**src/rtl/ob_cmd_arb.sv**
```systemverilog
// Order-book command arbiter: per-port one-entry holding registers, round-robin
// issue onto the registered ob command bus, and tag-based response demux.
package ob_pkg;
    localparam int UID_W = 12;

    typedef enum logic [1:0] {
        Op_Nop    = 2'd0,
        Op_Buy    = 2'd1,
        Op_Sell   = 2'd2,
        Op_Cancel = 2'd3
    } opcode_t;

    typedef struct packed {
        opcode_t          opcode;
        logic [UID_W-1:0] uid;
        logic [15:0]      oprand;
    } cmd_t;

    typedef struct packed {
        logic [UID_W-1:0] uid;
        logic [7:0]       status;
    } rsp_t;
endpackage

// One-entry holding register for a single requester port.
module ob_cmd_arb_slot (
    input  logic          clk,
    input  logic          rst,
    input  logic          in_vld,
    input  ob_pkg::cmd_t  in_cmd,
    input  logic          take,
    output logic          hold_vld,
    output ob_pkg::cmd_t  hold,
    output logic          in_rdy
);
    logic fill;

    assign in_rdy = !hold_vld | take;
    // Nops complete the handshake but never occupy the slot.
    assign fill   = in_vld & in_rdy & (in_cmd.opcode != ob_pkg::Op_Nop);

    always_ff @(posedge clk or negedge rst) begin
        if (!rst) begin
            hold_vld <= 1'b0;
            hold     <= '0;
        end else if (fill) begin
            hold_vld <= 1'b1;
            hold     <= in_cmd;
        end else if (take) begin
            hold_vld <= 1'b0;
        end
    end
endmodule

module ob_cmd_arb #(
    parameter  int N_PORTS = 4,
    localparam int PORT_W  = $clog2(N_PORTS)
) (
    input  logic                          clk,
    input  logic                          rst,
    input  logic [N_PORTS-1:0]            cfg_port_en,
    input  logic [N_PORTS-1:0]            in_vld,
    input  ob_pkg::cmd_t [N_PORTS-1:0]    in_cmd,
    output logic [N_PORTS-1:0]            in_rdy,
    output logic                          cmd_vld_r,
    output ob_pkg::cmd_t                  cmd_r,
    input  logic                          cmd_full_r,
    input  logic                          rsp_vld,
    input  ob_pkg::rsp_t                  rsp,
    output logic                          rsp_accept,
    output logic [N_PORTS-1:0]            out_rsp_vld,
    output ob_pkg::rsp_t                  out_rsp,
    input  logic [N_PORTS-1:0]            out_rsp_accept,
    output logic                          err_bad_tag_r
);
    localparam int UID_W = ob_pkg::UID_W;

    logic [N_PORTS-1:0]         hold_vld;
    ob_pkg::cmd_t [N_PORTS-1:0] hold;
    logic [N_PORTS-1:0]         eligible;
    logic [N_PORTS-1:0]         grant;
    logic [PORT_W-1:0]          grant_idx;
    logic [PORT_W-1:0]          rr_ptr;
    logic                       found;
    logic                       issue;
    ob_pkg::cmd_t               issue_cmd;

    for (genvar i = 0; i < N_PORTS; i++) begin : g_slot
        ob_cmd_arb_slot u_slot (
            .clk      (clk),
            .rst      (rst),
            .in_vld   (in_vld[i]),
            .in_cmd   (in_cmd[i]),
            .take     (grant[i] & issue),
            .hold_vld (hold_vld[i]),
            .hold     (hold[i]),
            .in_rdy   (in_rdy[i])
        );
    end

    assign eligible = hold_vld & cfg_port_en;

    // Rotating priority search starting at rr_ptr.
    always_comb begin
        grant_idx = '0;
        found     = 1'b0;
        for (int k = 0; k < N_PORTS; k++) begin
            logic [PORT_W-1:0] idx;
            idx = PORT_W'((int'(rr_ptr) + k) % N_PORTS);
            if (!found && eligible[idx]) begin
                found     = 1'b1;
                grant_idx = idx;
            end
        end
    end

    always_comb begin
        grant = '0;
        if (found) grant[grant_idx] = 1'b1;
    end

    assign issue = found & !cmd_full_r;

    always_comb begin
        issue_cmd = hold[grant_idx];
        issue_cmd.uid[UID_W-1 -: PORT_W] = grant_idx;
    end

    always_ff @(posedge clk or negedge rst) begin
        if (!rst) begin
            cmd_vld_r <= 1'b0;
            cmd_r     <= '0;
            rr_ptr    <= '0;
        end else begin
            cmd_vld_r <= issue;
            if (issue) begin
                cmd_r  <= issue_cmd;
                rr_ptr <= (grant_idx == PORT_W'(N_PORTS - 1)) ? '0 : grant_idx + PORT_W'(1);
            end
        end
    end

    logic [PORT_W-1:0] dest;
    logic              bad_tag;

    assign dest    = rsp.uid[UID_W-1 -: PORT_W];
    assign out_rsp = rsp;

    // Out-of-range tags only exist when N_PORTS is not a power of two.
    if ((1 << PORT_W) > N_PORTS) begin : g_bad
        assign bad_tag = dest > PORT_W'(N_PORTS - 1);
    end else begin : g_nobad
        assign bad_tag = 1'b0;
    end

    always_comb begin
        rsp_accept  = bad_tag;
        out_rsp_vld = '0;
        for (int k = 0; k < N_PORTS; k++) begin
            if (dest == PORT_W'(k)) begin
                rsp_accept     = out_rsp_accept[k];
                out_rsp_vld[k] = rsp_vld;
            end
        end
    end

    always_ff @(posedge clk or negedge rst) begin
        if (!rst)                   err_bad_tag_r <= 1'b0;
        else if (rsp_vld & bad_tag) err_bad_tag_r <= 1'b1;
    end
endmodule

```
**config.mk**
```make
export PLATFORM = sky130hd
export DESIGN_NAME = ob_cmd_arb
export DESIGN_NICKNAME = d
export VERILOG_FILES = /design/src/rtl/ob_cmd_arb.sv
export SDC_FILE = /design/constraint.sdc
export NUM_CORES = 1
export LEC_CHECK = 0
export CAP_MARGIN = 20
export CORE_MARGIN = 2
export CORE_UTILIZATION = 37
export DETAILED_ROUTE_END_ITERATION = 8
export HOLD_SLACK_MARGIN = 0.12
export PLACE_DENSITY = 0.75
export SYNTH_ARGS = -nofsm -noshare
export SYNTH_HDL_FRONTEND = slang
export SYNTH_SLANG_ARGS = --single-unit
```
**constraint.sdc**
```tcl
create_clock -name clk -period 3 [get_ports clk]
set_input_delay 0.45 -clock clk [delete_from_list [all_inputs] [get_ports clk]]
set_output_delay 0.45 -clock clk [all_outputs]
set_load 0.005 [all_outputs]
```
==> flow_metrics.py, run 1 <==
metrics = {
    "final_layout": {
        "fillers": 1603,
        "nNetsFinal": 872,
        "syn2layout_area_growth_pct": 37.51,
        "layout.cells.non_filler": 957,
        "fin_util_pct": 51.96,
        "drive_above_1_share_pct": 24.76,
    },
    "pwr": {
        "intPower_mw": 6.418,
        "p_sw_share_pct": 30.98,
        "p_leak_nw": 3.977,
        "ir_drop_mv": 0.5791,
        "p_comb_share_pct": 39.6,
        "pwr-share-seq_pct": 38.5,
        "p_per_area_nw_per_um2": 992.7,
        "p_sw_mw": 2.880,
        "clockPowerShare_pct": 22.0,
    },
    "cts": {
        "cts-buffers-inserted": 17,
        "tritoncts": "built",
        "cts.clk_slew.worst_paths_ns": 0.06,
        "clockRootBuffer": "clkbuf_16",
        "cts_buffer_depth": 2,
        "insertion_delay_ns": 0.42,
        "clock_sinks": 149,
        "ctsHoldBuffers": 0,
        "h-tree-depth": 4,
    },
    "routing": {
        "vias": 4782,
        "dr.pass1.iters": 4,
        "post_drt_wl_per_cell_um": 18.23,
        "routed_wl_mm": 17.44,
        "drt-vias-per-instance": 4.997,
        "drt-initial-drc-count": 173,
        "drc_errors": 0,
        "ant_nets": 0,
    },
    "sta": {
        "rsz0062_at_grt": "no",
        "drv_slew": 0,
        "worst_slew_pin_slew_ns": 0.8167,
        "max_freq_mhz": 349.1,
        "fin_crit_sh_pct": 95.48,
        "finalHoldViolations": 0,
        "finClkSkew_ns": 0.01176,
        "slew_headroom_pct": 45.55,
        "setup_viol": 0,
        "min_period_ns": 2.864,
    },
    "global_routing": {
        "grt_usage_pct": 18.59,
        "antenna_found_initial": 1,
        "grt.overflow.total": 0,
        "grt_pass1_wl_mm": 27.86,
        "grt_start_max_net_pins": 89,
        "first_global_vias": 5032,
    },
    "placed_design": {
        "portBuffers": 171,
        "gp_congestion": 0.7578,
        "dp.cells": 923,
        "hpwl_mm": 12.46,
    },
    "setup_path": {
        "cp-start-kind": "input pin",
        "cp_max_fo": 5,
        "arrival_ns": 2.41,
        "end_kind": "primary output",
        "cp_top_family": "buffers and inverters",
        "crit_path_cell_trace": "clkdlybuf4s50_1 > nand2_1 > buf_4 > o21a_1 > o21ai_4 > inv_2 > o21ai_2 > clkdlybuf4s50_1",
        "required_ns": 2.55,
        "max_stage_delay_ns": 0.54,
        "crit_top_cell": "clkdlybuf4s50_1",
        "crit_path_top_delay_cell": "clkdlybuf4s50_1",
        "cp.buffers_inverters": 4,
        "worst-setup-path-type": "input pin to primary output",
    },
    "synthesis": {
        "syn_inst": 550,
        "ys_seq_area_share_pct": 54.74,
        "syn-mean-instance-area_um2": 12.38,
        "ys_seq_elements": 149,
        "ys_types": 42,
        "ys_warn_count": 0,
        "synth_area_um2": 6812,
        "synth_fp_nets": 707,
    },
    "floorplanning": {
        "rows": 49,
        "dieArea_um2": 19510,
        "ioPinCount": 217,
        "fp.coreArea_um2": 18020,
        "start_util_pct": 37.79,
        "fp.dieW_um": 139.7,
        "fp.dieH_um": 139.7,
    },
    "run": {
        "drv_cap": 0,
    },
    "outcome": {
        "outcome": "finished clean",
    },
    "min_path": {
        "hold_path.class": "input pin to asynchronous set/reset pin",
    },
}
-- cells in the final DEF (no fill, tap or decap), drive strengths merged, types with 2 or more instances in the layout --
cell type      count
inv                6
dlygate4sd2        2
mux2i             28
dfrtp            149
a32o               4
buf               35
nor2               2
o21ai             37
nand2b             3
clkbuf            22
a21oi             57
bufinv             2
clkdlybuf4s50    168
nand2             45
and3b              2
o21a               2
nor2b              2
a21bo              2
mux2             104
o31ai              3
clkinv             6
o21bai            28
nand3              4
-- final timing paths --
path / start / end / slack (ns) / cells past startpoint
max: cfg_port_en[0] / in_rdy[0] / 0.14 / 8
min: rst / g_slot[0].u_slot.hold[17]$_DFFE_PN0P_ / 0.09 / 1
max reg2reg: g_slot[2].u_slot.hold_vld$_DFFE_PN0P_ / g_slot[3].u_slot.hold[3]$_DFFE_PN0P_ / 0.41 / 10
min reg2reg: g_slot[3].u_slot.hold[28]$_DFFE_PN0P_ / g_slot[3].u_slot.hold[28]$_DFFE_PN0P_ / 0.48 / 2
max in group asynchronous: rst / cmd_r[13]$_DFFE_PN0P_ / 2.10 / 2
min in group clk: g_slot[3].u_slot.hold[28]$_DFFE_PN0P_ / g_slot[3].u_slot.hold[28]$_DFFE_PN0P_ / 0.48 / 2
-- metrics by stage --
step	setup slack (ns)	TNS (ns)	power [mW]	hold WS [ns]	area (µm²)
2_1_floorplan	0.04397	0	5.788	0.1544	6815
3_3_place_gp	-0.1970	-3.372	7.183	0.4594	8781
3_5_place_dp	-0.2112	-3.783	7.308	0.4697	8781
4_1_cts	0.02829	0	9.403	0.1362	9356
5_1_grt	0.01546	0	9.939	0.1555	9366
6_report	0.1356	0	9.298	0.09168	9366
-- flip-flops by register name, indices dropped and copies added (netlist names) --
register and count:
cmd_r 30, cmd_vld_r 1, g_slot.u_slot.hold 112, g_slot.u_slot.hold_vld 4
rr_ptr 2
-- timing repair --
item                                   in CTS  in global routing
setup buffers                               2                  0
gates resized for setup                     3                  2
endpoints found under the hold margin       0                  0
setup endpoints to repair                   2                  2
-- layout make-up --
cell class | instances | area [µm²] | area share (%)
Antenna cell | 1 | 2.502 | 0.02672
Sequential cell | 149 | 3729 | 39.81
Tap cell | 229 | 286.5 | 3.059
Inverter | 6 | 22.52 | 0.2404
Clock inverter | 9 | 105.1 | 1.122
Timing Repair Buffer | 205 | 2041 | 21.79
Clock buffer | 22 | 454.2 | 4.849
Multi-Input combinational cell | 336 | 2726 | 29.11
-- routing by layer --
layer / global-route usage (%) / share of wire [%] / up-vias
li1: - / - / 2256
met1: 24.13 / 44 / 2357
met2: 30.06 / 49 / 133
met3: 3.957 / 4.3 / 36
met4: 8.211 / 2.9 / 0
met5: 0 / 0 / -
-- cells in the mapped netlist, drive strengths merged --
cell type | n | area (µm²)
o211a | 1 | 10.01
o21bai | 28 | 210.2
dfrtp | 149 | 3729
and3b | 2 | 17.52
nand4b | 1 | 8.760
inv | 6 | 22.52
nand2 | 45 | 168.9
a21boi | 1 | 7.510
mux2i | 28 | 280.3
conb | 1 | 3.750
and4 | 1 | 8.760
a21oi | 57 | 285.3
nand3 | 4 | 20.02
or3 | 1 | 11.26
nor3b | 1 | 7.510
a22oi | 1 | 7.510
a21bo | 2 | 20.02
and3 | 1 | 6.260
nand2b | 3 | 18.77
a32o | 4 | 40.04
clkbuf | 13 | 48.80
o21a | 2 | 15.01
mux2 | 104 | 1239
buf | 46 | 327.8
o21ai | 37 | 185.2
nor2 | 2 | 7.510
o31ai | 3 | 41.29
and2b | 1 | 7.510
nor2b | 2 | 12.51
a31o | 1 | 8.760
ha | 1 | 12.51
mux4 | 1 | 22.52
-- cell families (layout without fill, tap and decap cells) --
family | after synthesis | after routing | synth area share [%]
multiplexers | 133 | 133 | 22.63
AO/OA/AOI/OAI | 137 | 137 | 12.20
flip-flops | 149 | 149 | 54.74
AND/OR/NAND/NOR | 64 | 64 | 4.335
other | 1 | 2 | 0.05505
adder cells (fa/ha/maj) | 1 | 1 | 0.1837
buffers and inverters | 65 | 242 | 5.860
-- power by group through the flow --
| stage | combinational [mW] | sequential (mW) | clock (mW) |
|---|---|---|---|
| floorplan | 2.32 | 3.47 | 0 |
| global placement | 3.61 | 3.57 | 0 |
| detailed placement | 3.69 | 3.61 | 0 |
| CTS | 3.73 | 3.58 | 2.09 |
| global route | 4.04 | 3.71 | 2.19 |
| finish | 3.68 | 3.58 | 2.04 |
-- worst reg2reg max path, cell delays in order (launching register included) --
cell and delay, ns:
dfrtp_1 0.41, and3b_1 0.19, o21a_1 0.21, or3_4 0.40, inv_1 0.08, ha_1 0.14, inv_1 0.04, o21ai_2 0.19
o211a_1 0.29, buf_12 0.18, mux2_2 0.35
Power figures use the tool's default switching activity.
==> run 2, diff against run 1 <==
--- a/config.mk
+++ b/config.mk
@@ -10,7 +10,7 @@
 export CORE_UTILIZATION = 37
 export DETAILED_ROUTE_END_ITERATION = 8
 export HOLD_SLACK_MARGIN = 0.12
-export PLACE_DENSITY = 0.75
+export PLACE_DENSITY_LB_ADDON = 0.3
 export SYNTH_ARGS = -nofsm -noshare
 export SYNTH_HDL_FRONTEND = slang
 export SYNTH_SLANG_ARGS = --single-unit
==> constraint.sdc (replaced) <==
create_clock -name clk -period 3 [get_ports clk]
set_input_delay 0.45 -clock clk [delete_from_list [all_inputs] [get_ports clk]]
set_output_delay 0.45 -clock clk [all_outputs]
set_load 0.05 [all_outputs]
==> run 2 against run 1 <==
Compared with the run above: register-to-register slack better by 0.03 ns; first-iteration DRC count is 11% lower; critical endpoint is now in_rdy[3]; sequential power hardly changed; maximum frequency is 0.26% lower; worst hold slack better by 0.32 ns; wire length is 2.6% higher.
==> flow_metrics.py, run 2 (same netlist as run 1, synthesis figures left out) <==
metrics = {
    "routing": {
        "drt-initial-drc-count": 154,
        "dr.pass1.iters": 4,
        "drc_errors": 0,
        "vias": 4835,
        "drt-vias-per-instance": 5.089,
        "routed_wl_mm": 17.91,
        "ant_nets": 0,
        "post_drt_wl_per_cell_um": 18.85,
    },
    "pwr": {
        "ir_drop_mv": 0.8824,
        "p_leak_nw": 3.973,
        "p_per_area_nw_per_um2": 1101,
        "finalPower_mw": 10.34,
    },
    "final_layout": {
        "fin_util_pct": 52.08,
        "layout.cells.non_filler": 950,
        "fillers": 1525,
        "layout_commonest_cell": "clkdlybuf4s50_1",
        "top_regs": "g_slot.u_slot.hold: 112 flops, cmd_r: 30 flops, g_slot.u_slot.hold_vld: 4 flops",
        "drive_above_1_share_pct": 24.69,
        "regMostFlops": "g_slot.u_slot.hold",
        "syn2layout_area_growth_pct": 37.82,
        "antenna_cells": 0,
        "final_cell_mix": "clkdlybuf4s50_1, dfrtp_1, mux2_2",
        "largest_register_ffs": 112,
        "nNetsFinal": 865,
        "design_area_um2": 9388,
    },
    "cts": {
        "insertion_delay_ns": 0.43,
        "cts.clk_slew.worst_paths_ns": 0.06,
        "cts-buffers-inserted": 17,
        "clockRootBuffer": "clkbuf_16",
        "postCtsSetupBuffers": 0,
        "cts_buffer_depth": 2,
        "clock_sinks": 149,
        "tritoncts": "built",
        "h-tree-depth": 4,
    },
    "global_routing": {
        "first_global_vias": 5359,
        "grt_start_max_net_pins": 89,
        "gr-usage-met2_pct": 33.38,
        "antenna_found_initial": 0,
        "grt_usage_pct": 18.86,
        "grt.overflow.total": 0,
        "grt_pass1_wl_mm": 28.43,
        "busiest_layer": "met2",
        "grt_util_met1_pct": 21.68,
        "grtUsageMet3_pct": 6.366,
    },
    "floorplanning": {
        "ioPinCount": 217,
        "rows": 49,
        "fp.dieW_um": 139.7,
        "start_util_pct": 37.79,
        "dieArea_um2": 19510,
        "fp.coreArea_um2": 18020,
        "fp.dieH_um": 139.7,
    },
    "setup_path": {
        "cp_max_fo": 4,
        "worst-setup-path-type": "input pin to primary output",
        "reg2regPathDepth": 10,
        "end_kind": "primary output",
        "arrival_ns": 2.42,
        "rrSetupSlack_ns": 0.44,
        "required_ns": 2.55,
        "reg2reg_to": "g_slot[3].u_slot.hold[5]$_DFFE_PN0P_",
        "reg2reg_from": "rr_ptr[1]$_DFFE_PN0P_",
        "cp-start-kind": "input pin",
    },
    "sta": {
        "setup_viol": 0,
        "min_period_ns": 2.872,
        "max_freq_mhz": 348.2,
        "slew_headroom_pct": 60.59,
        "finClkSkew_ns": 0.009127,
        "fin_crit_sh_pct": 95.73,
        "drv_slew": 0,
        "worst_slack_ns": 0.1281,
        "rsz0062_at_grt": "no",
        "finalHoldViolations": 0,
        "hold-worst-slack_ns": 0.4127,
        "worst_slew_pin_slew_ns": 0.5912,
        "finalSetupTns_ns": 0,
    },
    "placed_design": {
        "portBuffers": 171,
        "dp.cells": 917,
        "placed_area_um2": 8763,
        "gp_congestion": 0.8326,
        "dp_slack_ns": -0.06865,
        "hpwl_mm": 12.24,
    },
    "min_path": {
        "hold_path.class": "input pin to asynchronous set/reset pin",
    },
    "outcome": {
        "outcome": "finished clean",
    },
    "run": {
        "drv_cap": 0,
    },
}
==> run 2: worst max-delay path by stage <==
stage | start | endpoint | slack, ns | cells after the start
finish | cfg_port_en[0] | in_rdy[3] | 0.13 | 10
global route | cfg_port_en[3] | in_rdy[3] | 0.0002 | 10
detailed placement | cfg_port_en[3] | g_slot[3].u_slot.hold[21]$_DFFE_PN0P_ | -0.07 | 11
CTS | cfg_port_en[3] | in_rdy[3] | 0.09 | 10
global placement | cfg_port_en[2] | g_slot[3].u_slot.hold[18]$_DFFE_PN0P_ | -0.01 | 11
floorplan | cfg_port_en[3] | g_slot[3].u_slot.hold[0]$_DFFE_PN0P_ | 0.04 | 13
==> run 2: area by class of cell <==
type / instances / area, µm² / share of cell area, %
clock buffer: 20 / 456.7 / 4.865
clock inverter: 12 / 153.9 / 1.639
inverter: 6 / 22.52 / 0.2399
multi-input combinational: 336 / 2719 / 28.96
sequential: 149 / 3729 / 39.72
tap: 229 / 286.5 / 3.052
timing repair buffer: 198 / 2021 / 21.52
==> run 2: critical path, cell delays in order <==
cell             delay [ns]
clkdlybuf4s50_1        0.53
nand2_1                0.11
o31ai_1                0.43
or3_4                  0.22
inv_1                  0.05
ha_1                   0.18
inv_1                  0.06
o21ai_2                0.07
buf_4                  0.16
buf_12                 0.14
==> run 2: repair_timing <==
action / in CTS / in global routing
resized for setup: 0 / 1
hold buffers: 1 / 0
hold endpoints to repair: 15 / 0
endpoints found under the setup margin: 0 / 1
==> run 2: metal layers <==
metal	vias to the layer above	routed length, µm
li1	2239	-
met1	2442	7389
met4	0	261
met2	134	9207
met5	-	0
met3	20	1046
==> run 2: power by group <==
group	internal, mW	switching, mW	leakage, nW
logic	2.14	2.38	1.92
registers	3.04	0.573	1.76
clock network	1.35	0.850	0.292
==> run 3, diff against run 2 <==
--- a/config.mk
+++ b/config.mk
@@ -5,7 +5,6 @@
 export SDC_FILE = /design/constraint.sdc
 export NUM_CORES = 1
 export LEC_CHECK = 0
-export CAP_MARGIN = 20
 export CORE_MARGIN = 2
 export CORE_UTILIZATION = 37
 export DETAILED_ROUTE_END_ITERATION = 8
==> results of run 3 <==
Same layout as run 2: the final DEF is identical, and so are final timing and power.
